==> src/rtl/proc_pkg.sv <==
// Shared definitions for the processor memory path: data/address widths and
// the encoding of which requester owns the read returning from memory.
package proc_pkg;

  localparam int WORD_SIZE_DEF  = 32;
  localparam int ADDR_WIDTH_DEF = 16;

  typedef logic [1:0] owner_t;

  localparam owner_t OWNER_NONE = 2'd0;
  localparam owner_t OWNER_IF   = 2'd1;
  localparam owner_t OWNER_DM   = 2'd2;

  // Owner of the read data that will come back next cycle for this cycle's grant.
  // Stores and idle cycles produce no read data.
  function automatic owner_t read_owner(input logic grant_if,
                                        input logic grant_dm,
                                        input logic dm_wren);
    owner_t owner;
    owner = OWNER_NONE;
    if (grant_if) begin
      owner = OWNER_IF;
    end else if (grant_dm && !dm_wren) begin
      owner = OWNER_DM;
    end
    return owner;
  endfunction

endpackage

==> src/rtl/mem_arb_grant.sv <==
// Priority decision between fetch (IF) and data (DM) requesters.
// DM normally wins contention; after MAX_DM_STREAK contended DM grants the
// fetch side is forced through so the pipeline front end cannot starve.
module mem_arb_grant
  import proc_pkg::*;
#(
  parameter int MAX_DM_STREAK = 4
) (
  input  logic clk,
  input  logic rst,
  input  logic if_req,
  input  logic if_flush,
  input  logic dm_req,
  output logic grant_if,
  output logic grant_dm
);

  localparam int SW = $clog2(MAX_DM_STREAK + 1);
  localparam logic [SW-1:0] STREAK_MAX = SW'(MAX_DM_STREAK);

  logic [SW-1:0] streak_q;
  logic [SW-1:0] streak_d;
  logic          if_eligible;
  logic          streak_full;

  assign if_eligible = if_req & ~if_flush;
  assign streak_full = (streak_q == STREAK_MAX);

  // Combinational grant; nothing is granted while reset is asserted.
  always_comb begin
    grant_if = 1'b0;
    grant_dm = 1'b0;
    if (!rst) begin
      if (dm_req && !(if_eligible && streak_full)) begin
        grant_dm = 1'b1;
      end else if (if_eligible) begin
        grant_if = 1'b1;
      end
    end
  end

  // Streak counts only DM grants that actually blocked an eligible fetch.
  always_comb begin
    streak_d = streak_q;
    if (!if_eligible || grant_if) begin
      streak_d = '0;
    end else if (grant_dm && !streak_full) begin
      streak_d = streak_q + 1'b1;
    end
  end

  // Streak register.
  always_ff @(posedge clk) begin
    if (rst) begin
      streak_q <= '0;
    end else begin
      streak_q <= streak_d;
    end
  end

endmodule

==> src/rtl/mem_port_arbiter.sv <==
// Shares the single-port processor memory between instruction fetch and the
// load/store unit: one access per cycle, read data routed back to its owner
// one cycle after the grant.
module mem_port_arbiter
  import proc_pkg::*;
#(
  parameter int WORD_SIZE     = WORD_SIZE_DEF,
  parameter int ADDR_WIDTH    = ADDR_WIDTH_DEF,
  parameter int MAX_DM_STREAK = 4
) (
  input  logic                  clk,
  input  logic                  rst,
  input  logic                  if_req,
  input  logic [ADDR_WIDTH-1:0] if_addr,
  input  logic                  if_flush,
  output logic                  if_ack,
  output logic                  if_rvalid,
  output logic [WORD_SIZE-1:0]  if_rdata,
  input  logic                  dm_req,
  input  logic                  dm_wren,
  input  logic [ADDR_WIDTH-1:0] dm_addr,
  input  logic [WORD_SIZE-1:0]  dm_wdata,
  output logic                  dm_ack,
  output logic                  dm_rvalid,
  output logic [WORD_SIZE-1:0]  dm_rdata,
  output logic [ADDR_WIDTH-1:0] mem_addr,
  output logic [WORD_SIZE-1:0]  mem_data,
  output logic                  mem_wren,
  input  logic [WORD_SIZE-1:0]  mem_q
);

  logic   grant_if;
  logic   grant_dm;
  owner_t rd_owner_q;
  owner_t rd_owner_d;

  mem_arb_grant #(
    .MAX_DM_STREAK(MAX_DM_STREAK)
  ) u_grant (
    .clk     (clk),
    .rst     (rst),
    .if_req  (if_req),
    .if_flush(if_flush),
    .dm_req  (dm_req),
    .grant_if(grant_if),
    .grant_dm(grant_dm)
  );

  assign if_ack = grant_if;
  assign dm_ack = grant_dm;

  // Memory drive: idle cycles keep the fetch address on the bus.
  always_comb begin
    mem_addr = if_addr;
    mem_data = '0;
    mem_wren = 1'b0;
    if (grant_dm) begin
      mem_addr = dm_addr;
      mem_data = dm_wdata;
      mem_wren = dm_wren & ~rst;
    end
  end

  // Next read owner follows this cycle's read grant.
  always_comb begin
    rd_owner_d = read_owner(grant_if, grant_dm, dm_wren);
  end

  // Read owner register; reset discards any in-flight read.
  always_ff @(posedge clk) begin
    if (rst) begin
      rd_owner_q <= OWNER_NONE;
    end else begin
      rd_owner_q <= rd_owner_d;
    end
  end

  // Return-path qualifiers; a flush in the return cycle drops fetch data.
  always_comb begin
    if_rvalid = (rd_owner_q == OWNER_IF) & ~if_flush & ~rst;
    dm_rvalid = (rd_owner_q == OWNER_DM) & ~rst;
  end

  assign if_rdata = mem_q;
  assign dm_rdata = mem_q;

endmodule

==> config.mk <==
export PLATFORM = sky130hd
export DESIGN_NAME = mem_port_arbiter
export DESIGN_NICKNAME = d
export VERILOG_FILES = /design/src/rtl/proc_pkg.sv /design/src/rtl/mem_arb_grant.sv /design/src/rtl/mem_port_arbiter.sv
export SDC_FILE = /design/constraint.sdc
export NUM_CORES = 1
export LEC_CHECK = 0
export BUFFER_PORTS_ARGS = -buffer_cell sky130_fd_sc_hd__buf_2
export CAP_MARGIN = 20
export CORE_AREA = 3 3 84 86
export CTS_CLUSTER_DIAMETER = 120
export DETAILED_ROUTE_END_ITERATION = 6
export DIE_AREA = 0 0 87 89
export PLACE_DENSITY_LB_ADDON = 0.05
export SLEW_MARGIN = 25
export SYNTH_ARGS = -nofsm -noshare
export SYNTH_HDL_FRONTEND = slang
export SYNTH_HIERARCHICAL = 1
export SYNTH_SLANG_ARGS = --single-unit
==> constraint.sdc <==
create_clock -name clk -period 3.2 [get_ports clk]
set_clock_uncertainty 0.1 [all_clocks]
set_input_delay 0.16 -clock clk [delete_from_list [all_inputs] [get_ports clk]]
set_output_delay 0.16 -clock clk [all_outputs]
set_load 0.01 [all_outputs]
Word-level counts from Yosys, hierarchy flattened
Index checks and enable logic that the tools add are counted.
{ "classes": {"n_addsub": 1, "eq_ne": 3, "n_mux": 10, "bitwise": 7, "n_reduce_logical": 11} }
{ "op_table": {"columns": ["operator", "n"], "rows": [
  ["$mux W32", 1],
  ["$mux W16", 1],
  ["$mux W1", 7],
  ["$and A1 B1 Y1", 5],
  ["$logic_and A1 B1 Y1", 4],
  ["$logic_not A1 Y1", 4],
  ["$reduce_or A2 Y1", 2],
  ["$add A3 B1 Y3 const B", 1],
  ["$eq A3 B3 Y1 const B", 1],
  ["$eq A2 B1 Y1 const B", 1],
  ["$eq A2 B2 Y1 const B", 1],
  ["$mux W2", 1],
  ["$not A1 Y1", 2],
  ["$logic_or A1 B1 Y1", 1]
]} }
{ "totals": {"register_bits": 5, "output_inout_bits": 117, "word_cells": 35} }

Longest topological paths before layout
Gate-level depths: netlist of run 1.
{ "logic_depth": {"depth_word": 10, "ltp_mapped": 6} }

By module
Netlist of run 1, hierarchy kept.
{ "by_module_without_submodules": {"columns": ["module", "instances", "cells_per_inst", "area_per_inst_um2"], "rows": [
  ["mem_port_arbiter", 1, 124, 1022.2],
  ["mem_arb_grant", 1, 19, 198.9]
]} }

Worst setup path after synthesis of run 1
Ideal clock, no wire load.
{ "synth_path": {"path_type": "register to output", "from": "register u_grant.streak_q[0]", "to": "output port mem_addr[0]", "t_arrival_ps": 1500, "t_required_ps": 2940, "path_slack_ps": 1440, "stages_incl_launch_ff": 7, "path_buffers": 1, "cell_sequence": "dfxtp_1 -> inv_1 -> ha_1 -> nand2_1 -> o311a_1 -> buf_6 -> mux2_4"} }
{ "synth_via": {"elab_chain_cells": 7} }
{ "synth_rtl": {"columns": ["item", "line_no", "text"], "rows": [
  ["from (decl)", "mem_arb_grant.sv:21", "logic [SW-1:0] streak_q;"],
  ["from (signal assigned)", "mem_arb_grant.sv:57", "streak_q <= streak_d;"],
  ["$eq A3 B3 Y1", "mem_arb_grant.sv:27", "assign streak_full = (streak_q == STREAK_MAX);"],
  ["$logic_and A1 B1 Y1", "mem_arb_grant.sv:34", "if (dm_req && !(if_eligible && streak_full)) begin"],
  ["$logic_not A1 Y1", "mem_arb_grant.sv:34", null],
  ["$logic_and A1 B1 Y1", "mem_arb_grant.sv:34", null],
  ["$mux W1", "mem_arb_grant.sv:34", null],
  ["$mux W1", "mem_arb_grant.sv:33", "if (!rst) begin"],
  ["net dm_ack", "mem_port_arbiter.sv:23", "output logic dm_ack,"],
  ["$mux W16", "mem_port_arbiter.sv:57", "if (grant_dm) begin"],
  ["to (decl)", "mem_port_arbiter.sv:26", "output logic [ADDR_WIDTH-1:0] mem_addr,"]
]} }
The timed path passes the listed nets, and every way through them passes these cells.

Final worst setup path of run 1
{ "layout_path": {"from": "register u_grant.streak_q[0]", "to": "output port mem_addr[9]"} }
{ "layout_via": {"elab_chain_cells": 7} }
{ "layout_rtl": {"columns": ["item", "line_no"], "rows": [
  ["$eq A3 B3 Y1", "mem_arb_grant.sv:27"],
  ["$logic_and A1 B1 Y1", "mem_arb_grant.sv:34"],
  ["$logic_not A1 Y1", "mem_arb_grant.sv:34"],
  ["$logic_and A1 B1 Y1", "mem_arb_grant.sv:34"],
  ["$mux W1", "mem_arb_grant.sv:34"],
  ["$mux W1", "mem_arb_grant.sv:33"],
  ["$mux W16", "mem_port_arbiter.sv:57"]
]} }
Every way passes these cells.

==> out/results.ini, run 1 <==
[cts]
cts.clk_slew.worst_paths_ps=40
clk_latency_ps=220
cts_buffers=3
htreeDepth=1
cts_tree=yes
cts.sink_count=5
clockBufferDepth=2
clock-root-buffer=clkbuf_8
post_cts_buffers=0
ctsHoldBuffers=0
cts.repair.resized=0

[setup_path]
worst-path-stages=6
slowest_stage=o311a_2
crit_chain=inv_1 -> ha_1 -> nand2_1 -> o311a_2 -> mux2_2 -> buf_2
cp_num_buf_inv=2
cp-start-kind=register
reg2regPathDepth=5
crit-reg2reg-capture=rd_owner_q[1]$_SDFF_PP0_
path_delay_family=compound AO/OA/AOI/OAI gates
crit_type=reg2out
worst_ep_arrival_time_ps=2300
r2r_slack_ps=1160
r2r_start=u_grant/streak_q[0]$_SDFFE_PP0P_
crit_required_ps=2940
slowest_delay_ps=800
critical_path.max_fanout=51
cp-end-kind=primary output

[route]
avgRoutedWirePerCell_um=13.8
route.detailed.drc=0
avgViaCountPerCell=3.93
dr_total_vias=1088
wirelength_um=3820
dr.pass1.iters=4
drtIter0Drc=24
ant_nets=0

[placed_design]
gp_congestion=0.742
dp_hpwl_um=3360
numPortBuffers=122
dp.cells=273

[floorplanning]
die_h_um=89
ios=219
initial_core_util=0.192
row_count=29
fp.dieArea_um2=7740
coreArea_um2=6350
die_w_um=87

[grt]
grtUsageMet3=0.0387
gr-usage-met1=0.0706
antenna_found_initial=0
grt_usage=0.0868
grt_pass1_wl_um=5330
overflow=0
grt_pass1_vias=1057
grt_max_degree=52
grt-busiest-layer=met2
use_met2=0.184

[hold_path]
hold_path_end=rd_owner_q[1]$_SDFF_PP0_
hold_path_class=in2reg
hp-start=dm_wren
hold_depth=2

[yosys]
synth.top_cell.area_share=0.393
yosysTopAreaCell=buf_4
synth_common_cells=64 x buf_4, 32 x and2_1, 10 x mux2_4
async_reset_ff_frac=0
yosysMostFrequentCell=buf_4
synthFlopType=dfxtp_1
synth-warning-count=6
syn_area_um2=1220
synth_nets=247
synth_edf_count=0
ys_ff_latch=5
synthTopCellsByArea=buf_4 39%, and2_1 16%, mux2_4 12%
syn_inst=143
syn_area_per_cell_um2=8.54
ys_seq_area_frac=0.0820
synthDistinctLibCells=21

[pwr]
p_sw_frac=0.291
power_switching_uw=95.4
peakVddDrop_v=0.000211
intPower_uw=232
power.share.clock=0.363
power_density_nw_per_um2=225
comb_power_share=0.441
p_seq_frac=0.196
leakage_uw=0.000836

[sta]
fin_crit_sh=0.801
final.setup.tns_ps=0
rsz0062_at_grt=no
setup_violations=0
maxSlewViolCount=0
worst_pin_slew_ps=926
fin_crit_ps=2560
hold_viol=0
fmax_mhz=390
max_slew_margin=0.383

[finish]
finish.utilization=0.229
antenna_cells=0
instances_no_fill=277
multiInputGateArea_um2=586
drive_above_1_share=0.730
fill_cells=707
seqCellArea_um2=100
nets=305
area_delta_synth_final_pct=19.3

[job]
cap_violations=0

[outcome]
outcome=finished, final reports clean

kinds of logic after synthesis:
logic type | after synthesis | synth area share
AO/OA/AOI/OAI | 3 | 0.0277
multiplexers | 16 | 0.178
AND/OR/NAND/NOR | 43 | 0.252
flip-flops | 5 | 0.0820
buffers and inverters | 74 | 0.440
adder cells (fa/ha/maj) | 2 | 0.0205
placed cells by master (no fill, tap or decap), types with 2 or more instances in the layout:
cell / netlist / routed
buf_2: 3 / 122
and2_1: 32 / 32
mux2_4: 10 / 10
mux2_2: 6 / 6
dfxtp_1: 5 / 5
inv_1: 5 / 5
nor3b_1: 3 / 3
clkbuf_8: 0 / 3
ha_1: 2 / 2
power by group through the flow:
stage / registers (µW) / clock network, µW / logic, µW
after floorplan: 64.9 / 0 / 153
after global placement: 65.0 / 0 / 147
after detailed placement: 65.1 / 0 / 148
after CTS: 64.1 / 123 / 148
after global routing: 64.2 / 127 / 159
final: 64.1 / 119 / 145
worst max-delay path by stage:
stage	start	endpoint	slack, ps
2_1_floorplan	u_grant/streak_q[0]$_SDFFE_PP0P_	mem_addr[0]	1440
3_3_place_gp	u_grant/streak_q[0]$_SDFFE_PP0P_	mem_addr[9]	900
3_5_place_dp	u_grant/streak_q[0]$_SDFFE_PP0P_	mem_addr[9]	800
4_1_cts	u_grant/streak_q[0]$_SDFFE_PP0P_	mem_addr[9]	560
5_1_grt	u_grant/streak_q[0]$_SDFFE_PP0P_	mem_addr[9]	430
6_report	u_grant/streak_q[0]$_SDFFE_PP0P_	mem_addr[9]	640
sequential cells by signal, indices dropped and copies added, names as in the netlist:
| register | cells |
|---|---|
| u_grant/streak_q | 3 |
| rd_owner_q | 2 |
worst reg2reg max path, stage by stage (launching register included):
cell	delay (ps)
dfxtp_1	340
inv_1	50
ha_1	200
nand2_1	130
o311a_2	800
nor4b_2	330
final cells by class:
| class | count | share of cell area |
|---|---|---|
| multi-input combinational | 64 | 0.402 |
| sequential | 5 | 0.0687 |
| timing repair buffer | 122 | 0.419 |
| clock buffer | 4 | 0.0309 |
| inverter | 5 | 0.0129 |
| tap | 77 | 0.0662 |
layer usage:
metal,routed length (µm),part of all wire
met1,994,0.26
met2,2200,0.58
met3,589,0.15
met4,37,0.0097
met5,0,0
stage by stage:
| stage | hold WS [ps] | total power (µW) | setup WS [ps] | cell area [µm²] |
|---|---|---|---|---|
| after floorplan | 131 | 218 | 1440 | 1220 |
| after global placement | 220 | 212 | 898 | 1410 |
| after detailed placement | 220 | 213 | 797 | 1410 |
| after CTS | 20.9 | 335 | 563 | 1460 |
| after global routing | 20.6 | 350 | 431 | 1460 |
| final | 24.0 | 328 | 637 | 1460 |
(Power assumes the default switching activity.)
==> inputs of run 2 (changes only) <==
--- a/config.mk
+++ b/config.mk
@@ -7,10 +7,10 @@
 export LEC_CHECK = 0
 export BUFFER_PORTS_ARGS = -buffer_cell sky130_fd_sc_hd__buf_2
 export CAP_MARGIN = 20
-export CORE_AREA = 3 3 84 86
+export CORE_AREA = 3 3 85 87
 export CTS_CLUSTER_DIAMETER = 120
 export DETAILED_ROUTE_END_ITERATION = 6
-export DIE_AREA = 0 0 87 89
+export DIE_AREA = 0 0 88 90
 export PLACE_DENSITY_LB_ADDON = 0.05
 export SLEW_MARGIN = 25
 export SYNTH_ARGS = -nofsm -noshare
==> constraint.sdc (replaced) <==
create_clock -name clk -period 2.4 [get_ports clk]
set_clock_uncertainty 0.1 [all_clocks]
set_input_delay 0.12 -clock clk [delete_from_list [all_inputs] [get_ports clk]]
set_output_delay 0.12 -clock clk [all_outputs]
set_load 0.01 [all_outputs]
==> run 2 against run 1 <==
Compared with the run above: sequential share of layout area down 0.12 points; first-iteration DRC count down 58%; hold slack better by 66 ps; utilization up 0.13 points; die area up 2.3%; total power up 32%.
==> out/results.ini, run 2 (synthesis results as in run 1) <==
[pwr]
power_switching_uw=122  ; +28%
intPower_uw=312  ; +34%
peakVddDrop_v=0.000264  ; +25%
leakage_uw=0.000851  ; +1.7%
comb_power_share=0.453  ; +0.012
p_sw_frac=0.281  ; -0.00992
power.share.clock=0.350  ; -0.013
power_density_nw_per_um2=293  ; +30%
p_seq_frac=0.197  ; about the same

[sta]
fin_crit_sh=0.879
hold_viol=0  ; unchanged
setup_violations=0  ; unchanged
fin_ws_ps=290  ; -347 ps
max_slew_margin=0.691  ; +0.308
maxSlewViolCount=0  ; unchanged
fmax_mhz=474
rsz0062_at_grt=no
worst_pin_slew_ps=463  ; -464 ps
final.setup.tns_ps=0  ; unchanged
fin_crit_ps=2110

[route]
route.detailed.drc=0  ; unchanged
drtIter0Drc=10  ; -58%
ant_nets=0  ; unchanged
wirelength_um=4210  ; +10%
avgViaCountPerCell=3.88  ; -1.3%
dr.pass1.iters=4  ; unchanged
avgRoutedWirePerCell_um=15.0  ; +9.0%
dr_total_vias=1085  ; -0.28%

[cts]
cts_buffers=3  ; unchanged
cts.clk_slew.worst_paths_ps=30  ; about the same
htreeDepth=1  ; unchanged
cts_tree=yes
cts.sink_count=5  ; unchanged
clockBufferDepth=2  ; unchanged
post_cts_buffers=0  ; unchanged
clock-root-buffer=clkbuf_8
clk_latency_ps=220  ; about the same

[finish]
final_cell_mix=122 x buf_2, 32 x and2_1, 10 x mux2_4
largest_register=u_grant/streak_q
antenna_cells=0  ; unchanged
largest_reg_flops=3  ; unchanged
drive_above_1_share=0.729  ; -0.000936
area_delta_synth_final_pct=21.3
nets=308  ; +0.98%
reg.largest.list=u_grant/streak_q x3, rd_owner_q x2
layout_commonest_cell=buf_2

[floorplanning]
coreArea_um2=6420  ; +1.1%
ios=219  ; unchanged
fp.dieArea_um2=7920  ; +2.3%
die_w_um=88  ; +1.1%
die_h_um=90  ; +1.1%
row_count=29  ; unchanged
initial_core_util=0.190  ; -0.00217

[placed_design]
numPortBuffers=122  ; unchanged
gp_congestion=0.682  ; -8.0%
dp_slack_ps=484  ; -313 ps
dp_hpwl_um=3790  ; +13%

[setup_path]
crit_type=reg2out
crit_chain=inv_1 -> ha_1 -> nand2_1 -> o311a_2 -> buf_4 -> mux2_2 -> buf_2
slowest_stage=mux2_2
crit_required_ps=2180  ; -760 ps
cp-start-kind=register
slowest_delay_ps=370  ; -430 ps
critical_path.max_fanout=18  ; -65%
worst_ep_arrival_time_ps=1890  ; -410 ps
cp-end-kind=primary output

[grt]
grt_usage=0.0960  ; +0.00921
grt_pass1_vias=1086  ; +2.7%
overflow=0  ; unchanged
antenna_found_initial=0  ; unchanged
grt_max_degree=34  ; -35%
grt_pass1_wl_um=5950  ; +12%

[outcome]
outcome=finished, final reports clean

[hold_path]
hold_path_class=in2reg

[job]
cap_violations=0  ; unchanged

run 2: per-layer routing:
metal / wire [µm] / vias to the layer above / global-route usage
met2: 2350 / 101 / 0.198
li1: - / 512 / -
met5: 0 / - / 0
met1: 1260 / 451 / 0.0821
met3: 527 / 21 / 0.0293
met4: 73 / 0 / 0.0320
run 2: layout make-up:
class / count / area (µm²)
tap: 77 / 96.3
clock buffer: 4 / 45.0
sequential: 5 / 100
inverter: 5 / 18.8
fill: 717 / 4940
timing repair buffer: 125 / 636
multi-input combinational: 64 / 586
run 2: worst max-delay path, delay by kind of cell, from the launching register on:
family,cells,cell delay (ps)
adder cells (fa/ha/maj),1,190
buffers and inverters,3,460
flip-flops,1,340
AO/OA/AOI/OAI,1,180
AND/OR/NAND/NOR,1,120
multiplexers,1,370
run 2: final timing paths:
path | startpoint | to | slack [ps] | cells after the start
worst max-delay path | u_grant/streak_q[0]$_SDFFE_PP0P_ | mem_addr[7] | 290 | 7
worst max register to register | u_grant/streak_q[0]$_SDFFE_PP0P_ | rd_owner_q[1]$_SDFF_PP0_ | 800 | 6
worst min register to register | u_grant/streak_q[0]$_SDFFE_PP0P_ | u_grant/streak_q[0]$_SDFFE_PP0P_ | 350 | 1
worst min-delay path | rst | rd_owner_q[0]$_SDFF_PP0_ | 90 | 2
run 2: what timing repair did:
| action | CTS | global route |
|---|---|---|
| hold endpoints to repair | 1 | 0 |
| endpoints found under the setup margin | 0 | 0 |
| resized for setup | 0 | 0 |
| hold buffers | 1 | 0 |
run 2: power by group through the flow:
| stage | sequential [µW] | clock [µW] | combinational [µW] |
|---|---|---|---|
| final | 85.6 | 152 | 196 |
| after global routing | 85.7 | 161 | 216 |
| after CTS | 85.6 | 158 | 201 |
| after detailed placement | 86.8 | 0 | 199 |
| after global placement | 86.7 | 0 | 199 |
| after floorplan | 86.6 | 0 | 204 |
run 2: metrics by stage:
step	area, µm²	power [µW]	utilization	hold WS [ps]	std cells
2_1_floorplan	1220	290	-	91.4	143
3_3_place_gp	1430	286	0.222	140	275
3_5_place_dp	1430	286	0.222	140	275
4_1_cts	1480	444	0.231	91.9	280
5_1_grt	1480	463	0.231	115	280
6_report	1480	434	0.231	89.5	280
==> inputs of run 3 (changes only) <==
--- a/config.mk
+++ b/config.mk
@@ -7,10 +7,12 @@
 export LEC_CHECK = 0
 export BUFFER_PORTS_ARGS = -buffer_cell sky130_fd_sc_hd__buf_2
 export CAP_MARGIN = 20
-export CORE_AREA = 3 3 85 87
+export CELL_PAD_IN_SITES_DETAIL_PLACEMENT = 2
+export CELL_PAD_IN_SITES_GLOBAL_PLACEMENT = 2
+export CORE_MARGIN = 3
+export CORE_UTILIZATION = 11
 export CTS_CLUSTER_DIAMETER = 120
 export DETAILED_ROUTE_END_ITERATION = 6
-export DIE_AREA = 0 0 88 90
 export PLACE_DENSITY_LB_ADDON = 0.05
 export SLEW_MARGIN = 25
 export SYNTH_ARGS = -nofsm -noshare
==> constraint.sdc (replaced) <==
create_clock -name clk -period 2.4 [get_ports clk]
set_clock_uncertainty 0.1 [all_clocks]
set_input_delay 0.24 -clock clk [delete_from_list [all_inputs] [get_ports clk]]
set_output_delay 0.24 -clock clk [all_outputs]
set_load 0.01 [all_outputs]
==> run 3 against run 2 <==
Compared with the run above: highest routed layer unchanged; critical path type unchanged; utilization decreased by 8.4 points; total power rose by 1.4%; sequential cell count stayed put; non-clock buffer count is 1 lower; combinational power increased by 4%.
==> out/results.ini, run 3 (synthesis results as in run 1) <==
[grt]
grt_usage=0.0740  ; -0.0220
overflow=0  ; unchanged
grt_pass1_vias=1248  ; +15%
grt_pass1_wl_um=7390  ; +24%
grt_max_degree=42  ; +24%
antenna_found_initial=0  ; unchanged

[pwr]
power_density_nw_per_um2=283  ; -3.3%
leakage_uw=0.000849  ; -0.24%
total_power_uw=440  ; +1.4%
peakVddDrop_v=0.000110  ; -58%

[cts]
ctsHoldBuffers=0  ; -1
cts_buffers=3  ; unchanged
cts.sink_count=5  ; unchanged
clk_latency_ps=220  ; about the same
clockBufferDepth=2  ; unchanged
cts_tree=yes
htreeDepth=1  ; unchanged
cts.clk_slew.worst_paths_ps=30  ; about the same
clock-root-buffer=clkbuf_8

[setup_path]
path_delay_family=buffers and inverters
crit_required_ps=2060  ; -120 ps
crit-reg2reg-capture=rd_owner_q[1]$_SDFF_PP0_
cp-end-kind=primary output
r2r_slack_ps=790  ; about the same
slowest_delay_ps=380  ; about the same
r2r_start=u_grant/streak_q[0]$_SDFFE_PP0P_
reg2regPathDepth=6  ; unchanged
slowest_stage=o311a_2
crit_chain=inv_1 -> ha_1 -> nand2_1 -> o311a_2 -> buf_8 -> mux2_4 -> buf_2
critical_path.max_fanout=41  ; +23
cp-start-kind=register
cp_num_buf_inv=3  ; unchanged
crit_type=reg2out
worst_ep_arrival_time_ps=1920  ; +30 ps

[finish]
drive_above_1_share=0.733  ; +0.00361
largest_reg_flops=3  ; unchanged
reg.largest.list=u_grant/streak_q x3, rd_owner_q x2
nets=307  ; -0.32%
final_cell_mix=122 x buf_2, 32 x and2_1, 10 x mux2_4
largest_register=u_grant/streak_q
area_delta_synth_final_pct=27.2
layout_commonest_cell=buf_2
antenna_cells=0  ; unchanged

[floorplanning]
die_h_um=111  ; +24%
fp.dieArea_um2=12400  ; +57%
die_w_um=111  ; +27%
coreArea_um2=10600  ; +64%
ios=219  ; unchanged
initial_core_util=0.116  ; -0.0744
row_count=37  ; +28%

[sta]
fin_crit_ps=2260  ; +153 ps
worst_pin_slew_ps=481  ; +18.7 ps
fmax_mhz=442  ; -6.7%
setup_violations=0  ; unchanged
final.setup.tns_ps=0  ; unchanged
whs_ps=111  ; +21.7 ps
rsz0062_at_grt=no
hold_viol=0  ; unchanged
fin_crit_sh=0.943  ; +0.0636
max_slew_margin=0.679  ; -0.0125
maxSlewViolCount=0  ; unchanged

[route]
drtIter0Drc=23  ; +13
dr.pass1.iters=2  ; -2
wirelength_um=4990  ; +18%
avgViaCountPerCell=3.30  ; -15%
avgRoutedWirePerCell_um=14.7  ; -1.9%
ant_nets=0  ; unchanged
dr_total_vias=1114  ; +2.7%
route.detailed.drc=0  ; unchanged

[hold_path]
hp-start=dm_wren
hold_depth=2  ; unchanged
hold_path_end=rd_owner_q[1]$_SDFF_PP0_
hold_path_class=in2reg

[placed_design]
gp_congestion=0.719  ; +5.3%
dp_hpwl_um=4460  ; +18%
numPortBuffers=122  ; unchanged

[job]
cap_violations=0  ; unchanged

[outcome]
outcome=finished, final reports clean

run 3: cell types whose count changed in the layout (fill, tap and decap cells not counted), sizes merged:
cell / delta
dlygate4sd3: -1
run 3: worst reg2reg max path: cells and delay by family, from the launching register on:
family	cells	cell delay [ps]
AOI/OAI and AO/OA	1	380
adders and majority gates	1	160
DFF	1	320
and+or+nand+nor	2	270
buffers and inverters	2	250
run 3: layout make-up:
| class | instances | area (µm²) |
|---|---|---|
| Tap cell | 136 | 170 |
| Inverter | 5 | 18.8 |
| Fill cell | 1246 | 9000 |
| Timing Repair Buffer | 124 | 633 |
| Multi-Input combinational cell | 64 | 586 |
| Clock buffer | 4 | 45.0 |
| Sequential cell | 5 | 100 |
run 3: routing by layer:
layer / global-route usage / wire length [µm] / vias up
li1: - / - / 507
met1: 0.0757 / 1770 / 508
met2: 0.142 / 2650 / 73
met3: 0.0239 / 450 / 26
met4: 0.0219 / 110 / 0
met5: 0 / 0 / -
run 3: where the power goes:
group	leakage (µW)	internal, µW	total (µW)	switching [µW]
clock network	0.0000228	114	151	37.6
logic	0.000785	113	203	89.2
registers	0.0000405	84.9	85.7	0.778
run 3: worst max-delay path by stage:
stage                                           from            to  slack [ps]  cells after the start
floorplan           u_grant/streak_q[0]$_SDFFE_PP0P_   mem_addr[0]         560                      6
global placement    u_grant/streak_q[0]$_SDFFE_PP0P_   mem_addr[0]         340                      7
detailed placement  u_grant/streak_q[0]$_SDFFE_PP0P_   mem_addr[2]         230                      7
CTS                 u_grant/streak_q[0]$_SDFFE_PP0P_  mem_addr[11]          80                      7
global route        u_grant/streak_q[0]$_SDFFE_PP0P_   mem_addr[2]           3                      7
finish              u_grant/streak_q[0]$_SDFFE_PP0P_   mem_addr[2]         140                      7
run 3: per-stage QoR:
stage          setup WS [ps]  std cells   util  cell area, µm²
4_1_cts                 80.0        338  0.147            1550
3_5_place_dp             234        334  0.142            1500
3_3_place_gp             335        334  0.142            1500
5_1_grt                 3.32        338  0.147            1550
2_1_floorplan            560        143      -            1220
6_report                 137        338  0.147            1550
run 3: repair_timing:
item | 4_1_cts | 5_1_grt
endpoints found under the setup margin | 9 | 10
buffers inserted | 0 | 0
hold endpoints to repair | 0 | 0
resized for setup | 1 | 1
